==> config.mk <==
export PLATFORM = sky130hd
export DESIGN_NAME = pc_gen
export DESIGN_NICKNAME = d
export VERILOG_FILES = /design/src/rtl/pc_gen.sv
export SDC_FILE = /design/constraint.sdc
export NUM_CORES = 1
export LEC_CHECK = 0
export ABC_CLOCK_PERIOD_IN_PS = 3750
export BUFFER_PORTS_ARGS = -buffer_cell sky130_fd_sc_hd__buf_4
export CAP_MARGIN = 10
export CELL_PAD_IN_SITES_DETAIL_PLACEMENT = 1
export CELL_PAD_IN_SITES_GLOBAL_PLACEMENT = 1
export CORE_MARGIN = 8
export CORE_UTILIZATION = 40
export CTS_CLUSTER_SIZE = 16
export DETAILED_ROUTE_END_ITERATION = 8
export PLACE_DENSITY_LB_ADDON = 0.1
export REMOVE_ABC_BUFFERS = 1
export SETUP_SLACK_MARGIN = 0.4
export SYNTH_ARGS = -nofsm -noshare
export SYNTH_HDL_FRONTEND = slang
export SYNTH_SLANG_ARGS = --single-unit
==> constraint.sdc <==
create_clock -name clk -period 3.75 [get_ports clk]
set_input_delay 0.1875 -clock clk [delete_from_list [all_inputs] [get_ports clk]]
set_output_delay 0.1875 -clock clk [all_outputs]
set_load 0.01 [all_outputs]
==> src/rtl/pc_gen.sv <==
// Fetch-PC generator: sequential advance, branch redirect (buffered across stalls),
// soft reset, trap return and edge-detected interrupt entry with vectored targets.
module pc_gen #(
    parameter int unsigned     XLEN      = 32,
    parameter logic [XLEN-1:0] RESET_VEC = '0,
    parameter int unsigned     NUM_IRQ   = 4,
    parameter bit              VECTORED  = 1'b1,
    parameter int unsigned     INC       = 4,
    localparam int unsigned    CW        = (NUM_IRQ > 1) ? $clog2(NUM_IRQ) : 1
) (
    input  logic               clk,
    input  logic               reset,
    input  logic               soft_reset,
    input  logic               im_stall,
    input  logic               dm_stall,
    input  logic               csr_stall,
    input  logic               branch_valid,
    input  logic [XLEN-1:0]    branch_target,
    input  logic [NUM_IRQ-1:0] irq_req,
    input  logic               irq_en,
    input  logic [XLEN-1:0]    tvec_base,
    input  logic               ret_valid,
    input  logic [XLEN-1:0]    ret_pc,
    output logic [XLEN-1:0]    pc_out,
    output logic               trap_taken,
    output logic [CW-1:0]      trap_cause,
    output logic [XLEN-1:0]    trap_epc,
    output logic               in_isr
);

    typedef enum logic {RUN, ISR} state_t;

    state_t             state;
    logic [NUM_IRQ-1:0] irq_q;
    logic [NUM_IRQ-1:0] pending;
    logic [NUM_IRQ-1:0] irq_rise;
    logic               buf_valid;
    logic [XLEN-1:0]    buf_pc;
    logic               stall;
    logic               trap;
    logic [XLEN-1:0]    seq_next;
    logic [XLEN-1:0]    vec_base;
    logic [XLEN-1:0]    trap_target;
    logic [CW-1:0]      irq_cause;

    assign stall    = im_stall | dm_stall | csr_stall;
    assign irq_rise = irq_req & ~irq_q;
    assign vec_base = {tvec_base[XLEN-1:2], 2'b00};
    assign in_isr   = (state == ISR);
    assign trap     = (state == RUN) & irq_en & (|pending) & ~ret_valid & ~soft_reset;

    // A fresh redirect from EX is newer than one parked during a stall, so it wins.
    always_comb begin
        seq_next = pc_out + XLEN'(INC);
        if (stall)
            seq_next = pc_out;
        else if (branch_valid)
            seq_next = branch_target;
        else if (buf_valid)
            seq_next = buf_pc;
    end

    // Lowest-index pending line has highest priority.
    always_comb begin
        irq_cause = '0;
        for (int i = NUM_IRQ - 1; i >= 0; i--) begin
            if (pending[i])
                irq_cause = CW'(i);
        end
    end

    assign trap_target = VECTORED ? (vec_base + (XLEN'(irq_cause) << 2)) : vec_base;

    always_ff @(posedge clk) begin
        if (reset) begin
            pc_out     <= RESET_VEC;
            trap_taken <= 1'b0;
            trap_cause <= '0;
            trap_epc   <= '0;
            irq_q      <= '0;
            pending    <= '0;
            buf_valid  <= 1'b0;
            buf_pc     <= '0;
            state      <= RUN;
        end else begin
            irq_q      <= irq_req;
            trap_taken <= 1'b0;
            if (soft_reset) begin
                pc_out    <= RESET_VEC;
                pending   <= '0;
                buf_valid <= 1'b0;
                state     <= RUN;
            end else if (ret_valid) begin
                pc_out    <= ret_pc;
                pending   <= pending | irq_rise;
                buf_valid <= 1'b0;
                state     <= RUN;
            end else if (trap) begin
                // New edge on the serviced line re-arms it: set beats clear.
                pc_out     <= trap_target;
                trap_epc   <= seq_next;
                trap_cause <= irq_cause;
                trap_taken <= 1'b1;
                pending    <= (pending & ~(NUM_IRQ'(1) << irq_cause)) | irq_rise;
                buf_valid  <= 1'b0;
                state      <= ISR;
            end else begin
                pc_out  <= seq_next;
                pending <= pending | irq_rise;
                if (stall && branch_valid) begin
                    buf_valid <= 1'b1;
                    buf_pc    <= branch_target;
                end else if (!stall) begin
                    buf_valid <= 1'b0;
                end
            end
        end
    end

endmodule

# After elaboration in Yosys (flattened, before gate mapping)
# Cells that the tools add are included.
# Widths: inputs -> output; s select.
[totals]
reg_bits = 109
wordCells = 50
[op_classes]
n_bitwise = 16
reduce_logical = 7
shift = 1
mux = 14
addsub = 2
eq_ne = 1
[ops]
columns = ["operator", "n"]
rows = [
  ["$mux 32", 5],
  ["$add 32x3->32 const B", 1],
  ["$add 32x4->32", 1],
  ["$and 4x4->4", 2],
  ["$mux 2", 4],
  ["$mux 4", 2],
  ["$not 4->4", 2],
  ["$or 4x4->4", 2],
  ["$reduce_or 4->1", 2],
  ["$and 1x1->1", 4],
  ["$not 1->1", 4],
  ["$reduce_and 4->1", 1],
  ["$shl 1x2->4 const A", 1],
  ["$mux 1", 3],
  ["$reduce_and 3->1", 1],
  ["$reduce_or 3->1", 1],
  ["$ne 2x1->1 const B", 1],
  ["$or 1x1->1", 2],
  ["$reduce_or 2->1", 1],
  ["$logic_and 1x1->1", 1],
]

# Logic depth before layout (Yosys ltp)
[logic_depth]
depth_word = 10
ltp_mapped = 11
depth_no_buf = 10

# Worst setup path before layout
# Ideal clock, no wire load.
[synth_path]
kind = "reg-to-reg"
startpoint = "register pending[2]"
endpoint = "register pc_out[29]"
t_required_ns = 3.630
stages_incl_launch_ff = 10
setup_time_ns = 0.120
arrival_ns = 2.398
path_slack_ns = 1.232
period_less_slack_ns = 2.518
cell_sequence = "dfxtp_1 > nor2_1 > nor3_1 > ha_1 > a21oi_1 > or4_1 > buf_2 > nor3_1 > mux2_2 > o31a_1"
[synth_between]
elab_chain_cells = 6
[synth_lines]
columns = ["item", "line", "text"]
rows = [
  ["start: declaration", "35", "logic [NUM_IRQ-1:0] pending;"],
  ["start signal: assignment", "95", "pending <= pending | irq_rise;"],
  ["start signal: assignment", "104", "pending <= (pending & ~(NUM_IRQ'(1) << irq_cause)) | irq_rise;"],
  ["start signal: assignment", "109", "pending <= pending | irq_rise;"],
  ["$mux 2 (3 in a row)", "67", "if (pending[i])"],
  ["via irq_cause[1]", "44", "logic [CW-1:0] irq_cause;"],
  ["$add 32x4->32", "72", "assign trap_target = VECTORED ? (vec_base + (XLEN'(irq_cause) << 2)) : vec_base;"],
  ["$mux 32", "98", "end else if (trap) begin"],
  ["$mux 32", "93", "end else if (ret_valid) begin"],
  ["end signal: assignment", "94", "pc_out <= ret_pc;"],
  ["end signal: assignment", "100", "pc_out <= trap_target;"],
  ["end signal: assignment", "108", "pc_out <= seq_next;"],
  ["end: declaration", "24", "output logic [XLEN-1:0] pc_out,"],
]
# The timed path passes the listed nets, and every way through them passes these cells.
# A chain may end at the register's enable or synchronous reset.

# Worst setup path after layout
[layout_path]
startpoint = "register pending[2]"
endpoint = "register pc_out[30]"
# Same word-level chain as after synthesis.

==> metrics.md <==
| Metric | Value |
|---|---|
| Worst Hold End | `pc_out[11]` |
| Count of flip-flops with a built-in enable after synthesis | `0` |
| Syn_area_per_cell | `7.35 sq um` |
| Fraction of layout instances using a drive strength above 1 | `0.229` |
| Share of power burned in registers | `0.453` |
| Type of element launching the critical path | `register` |
| FF-to-FF Start | `pending[2]` |
| Clock tree from TritonCTS | `built` |
| Detailed Route Iter0 Violations | `603` |
| Summed instance area of the synthesized netlist | `0.00665 sq mm` |
| Worst Setup End Kind | `register` |
| Diode insertion count for antenna repair | `0` |
| RSZ-0062 raised after global routing | `false` |
| Total internal power | `0.00194 W` |
| Clk pwr share | `0.372` |
| Total of flip-flops plus latches after synthesis | `109` |
| Min-Delay Path Class | `input port to register` |
| Clock Sink Count | `109` |
| Via-to-Cell Ratio | `6.00` |
| Global-route wire length before repair | `44.4 mm` |
| Leak | `3.10 nW` |
| Final wirelength | `28.4 mm` |
| Final weighted congestion in routability-driven placement | `0.871` |
| Mean routed wirelength per cell | `22.5 um` |
| Minimum setup slack in the final design | `0.836 ns` |
| Number of top-level pins | `177` |
| Port Buf Inserts | `174` |
| Global-route congestion overflow total | `0` |
| Setup slack, reg-to-reg | `0.84 ns` |
| Net switching share of the total power | `0.291` |
| Hold-critical path depth | `3` |
| Combined global-route utilization of all metal layers | `0.262` |
| Number of nets still failing antenna checks after routing | `0` |
| Post-CTS Hold Fix Bufs | `0` |
| Outcome | `finished clean` |
| Chip Height | `145 um` |
| Effective utilization at floorplan | `0.405` |
| Logic gate share of total power | `0.175` |
| Number of violations of the max-capacitance limit | `0` |
| Power per Cell Area | `325 mW/mm^2` |
| Number of search-and-repair iterations in the first detailed-routing pass | `5` |
| Worst Tran Pin Value | `0.833 ns` |
| Endpoints failing setup | `0` |
| Distinct cells, synth | `76` |
| IR Drop Worst-Case VDD | `0.000244 V` |
| Nets | `1150` |
| Period utilization | `0.777` |
| Min-Delay Startpoint | `ret_pc[11]` |
| Total clock buffers created by CTS | `9` |
| Min cycle time layout | `2.91 ns` |
| Clk_lat worst skew | `0.37 ns` |
| Overall via count from detail_route | `7569` |
| Minimum hold slack | `0.0319 ns` |
| Vias in the first global route | `7755` |
| Relative slew margins | `0.445` |
| Yosys warning total | `0` |
| Crit path required time | `3.99 ns` |
| Detail Placement HPWL | `20.1 mm` |
| Critical path arrival | `3.16 ns` |
| Total number of H-tree levels | `3` |
| Area growth from synthesis to layout | `26.5%` |
| Net switching component of the power | `0.000796 W` |
| Die boundary width | `145 um` |
| Setup Buffers After CTS | `0` |
| Post_cts resized | `0` |
| Sequential fraction of the synthesis area | `0.328` |
| Row cnt | `47` |
| Clk Tree Root Cell | `sky130_fd_sc_hd__clkbuf_16` |
| # DRC | `0` |
| Floorplan core area | `0.0164 sq mm` |
| Maximum number of buffers from clock root to sink | `2` |
| Clock transition at the register clock pins on the worst setup and hold paths after CTS | `0.08 ns` |
| End of the worst register-to-register path | `pc_out[30]` |
| Total die area | `0.0210 sq mm` |
| Largest net degree at the start of global routing | `56` |
| Highest attainable clock frequency | `343 MHz` |
| Crit Path Class | `register to register` |
| Final Hold Viols | `0` |
| Setup tns final | `0 ns` |
| Worst reg-to-reg path cell count | `8` |
| Max-slew violation total from the final report | `0` |
| Highest fanout seen on the critical path | `8` |
| Initial antenna violation count | `0` |
| Worst slack at placement | `0.868 ns` |
| Clock skew after layout | `0.0159 ns` |
| Cell count after synthesis | `905` |
| FFs w/ async S/R, synth | `0` |
| Primary FF master, synth | `sky130_fd_sc_hd__dfxtp_1` |
cell type report:
cell class / instances / area (sq um)
clock inverters: 5 / 60.1
clock buffers: 11 / 243
flip-flops and latches: 109 / 2180
multi-input cells: 703 / 4110
fillers: 2059 / 7990
repair buffers: 195 / 1480
well taps: 220 / 275
inverters: 19 / 71.3
flip-flops by register name (all words and copies together), names as in the netlist:
| signal | flops |
|---|---|
| trap_taken | 1 |
| buf_pc | 32 |
| trap_cause | 2 |
| in_isr | 1 |
| irq_q | 4 |
| pc_out | 32 |
| trap_epc | 32 |
| pending | 4 |
| buf_valid | 1 |
power by group through the flow:
stage / clock (W) / combinational (W) / sequential, W
after global placement: 0 / 0.000465 / 0.00126
after CTS: 0.00103 / 0.000475 / 0.00124
after detailed placement: 0 / 0.000472 / 0.00127
after global routing: 0.00107 / 0.000518 / 0.00125
after floorplan: 0 / 0.000190 / 0.00127
final: 0.00102 / 0.000478 / 0.00124
per-stage QoR:
step                      instances  cell area (sq um)  total power, W  utilization
after floorplan                 831               6340         0.00146            -
after global placement         1245               8100         0.00173        0.494
after detailed placement       1245               8100         0.00174        0.494
after CTS                      1261               8410         0.00274        0.512
after global routing           1262               8420         0.00283        0.513
final                          1262               8420         0.00274        0.513
how the worst max path moves through the flow:
| stage | startpoint | end |
|---|---|---|
| 6_report | pending[2] | pc_out[30] |
| 2_1_floorplan | in_isr | pc_out[4] |
| 5_1_grt | pending[2] | pc_out[29] |
| 3_3_place_gp | pending[2] | pc_out[29] |
| 3_5_place_dp | pending[2] | pc_out[29] |
| 4_1_cts | pending[2] | pc_out[30] |
layer usage:
| layer | vias up | GRT usage | wire, um |
|---|---|---|---|
| met4 | 0 | 0.0784 | 588 |
| met1 | 3693 | 0.338 | 12700 |
| li1 | 3575 | - | - |
| met5 | - | 0 | 0 |
| met2 | 263 | 0.431 | 13500 |
| met3 | 38 | 0.0532 | 1690 |
cells in the mapped netlist (6+ instances only):
master	instances	area, sq um
sky130_fd_sc_hd__dfxtp_1	109	2180
sky130_fd_sc_hd__nor3_1	27	135
sky130_fd_sc_hd__mux2i_1	9	90.1
sky130_fd_sc_hd__nand2b_1	9	56.3
sky130_fd_sc_hd__nand3_1	29	145
sky130_fd_sc_hd__clkbuf_1	48	180
sky130_fd_sc_hd__inv_1	17	63.8
sky130_fd_sc_hd__nor4_1	21	131
sky130_fd_sc_hd__or4_1	6	45.0
sky130_fd_sc_hd__nand2_1	148	556
sky130_fd_sc_hd__buf_2	18	90.1
sky130_fd_sc_hd__xor2_1	9	78.8
sky130_fd_sc_hd__or3_1	14	87.6
sky130_fd_sc_hd__nor2_1	65	244
sky130_fd_sc_hd__a31oi_1	24	150
sky130_fd_sc_hd__o31ai_1	7	52.6
sky130_fd_sc_hd__a21oi_1	87	435
sky130_fd_sc_hd__o21ai_1	10	50.1
sky130_fd_sc_hd__o21ai_0	31	155
sky130_fd_sc_hd__a22oi_1	13	97.6
sky130_fd_sc_hd__and2_1	14	87.6
sky130_fd_sc_hd__xnor2_1	8	70.1
sky130_fd_sc_hd__o221ai_1	6	52.6
sky130_fd_sc_hd__nor2b_1	8	50.1
sky130_fd_sc_hd__a211oi_1	6	45.0
sky130_fd_sc_hd__o211ai_1	13	97.6
sky130_fd_sc_hd__and3_1	8	50.1
sky130_fd_sc_hd__o22ai_1	14	87.6
sky130_fd_sc_hd__nand4_1	25	156
critical path, stage by stage, from the launching register on:
cell	delay (ns)
sky130_fd_sc_hd__dfxtp_1	0.40
sky130_fd_sc_hd__nor2_1	0.06
sky130_fd_sc_hd__nor3_1	0.35
sky130_fd_sc_hd__fa_1	0.33
sky130_fd_sc_hd__nand2_1	0.18
sky130_fd_sc_hd__or4_1	0.70
sky130_fd_sc_hd__nor4_1	0.37
sky130_fd_sc_hd__mux2i_1	0.28
sky130_fd_sc_hd__nand4_1	0.11
layout by cell type, fill, tap and decap left out, types with 17 or more instances in the layout:
master	count
sky130_fd_sc_hd__nand2_1	148
sky130_fd_sc_hd__o21ai_0	31
sky130_fd_sc_hd__inv_1	17
sky130_fd_sc_hd__a21oi_1	87
sky130_fd_sc_hd__dfxtp_1	109
sky130_fd_sc_hd__nand3_1	29
sky130_fd_sc_hd__a31oi_1	24
sky130_fd_sc_hd__nor3_1	27
sky130_fd_sc_hd__buf_4	193
sky130_fd_sc_hd__nor2_1	64
sky130_fd_sc_hd__nor4_1	20
sky130_fd_sc_hd__nand4_1	25
logic make-up (layout without fill, tap and decap cells):
| group | after synthesis | after routing | share of synthesized area |
|---|---|---|---|
| AO/OA/AOI/OAI | 265 | 265 | 0.256 |
| XOR/XNOR | 17 | 17 | 0.0224 |
| adder cells (fa/ha/maj) | 4 | 4 | 0.00865 |
| buffers and inverters | 93 | 230 | 0.0581 |
| flip-flops | 109 | 109 | 0.328 |
| multiplexers | 11 | 11 | 0.0169 |
| AND/OR/NAND/NOR | 406 | 406 | 0.310 |
No activity file was read; power rests on OpenSTA's default activity.
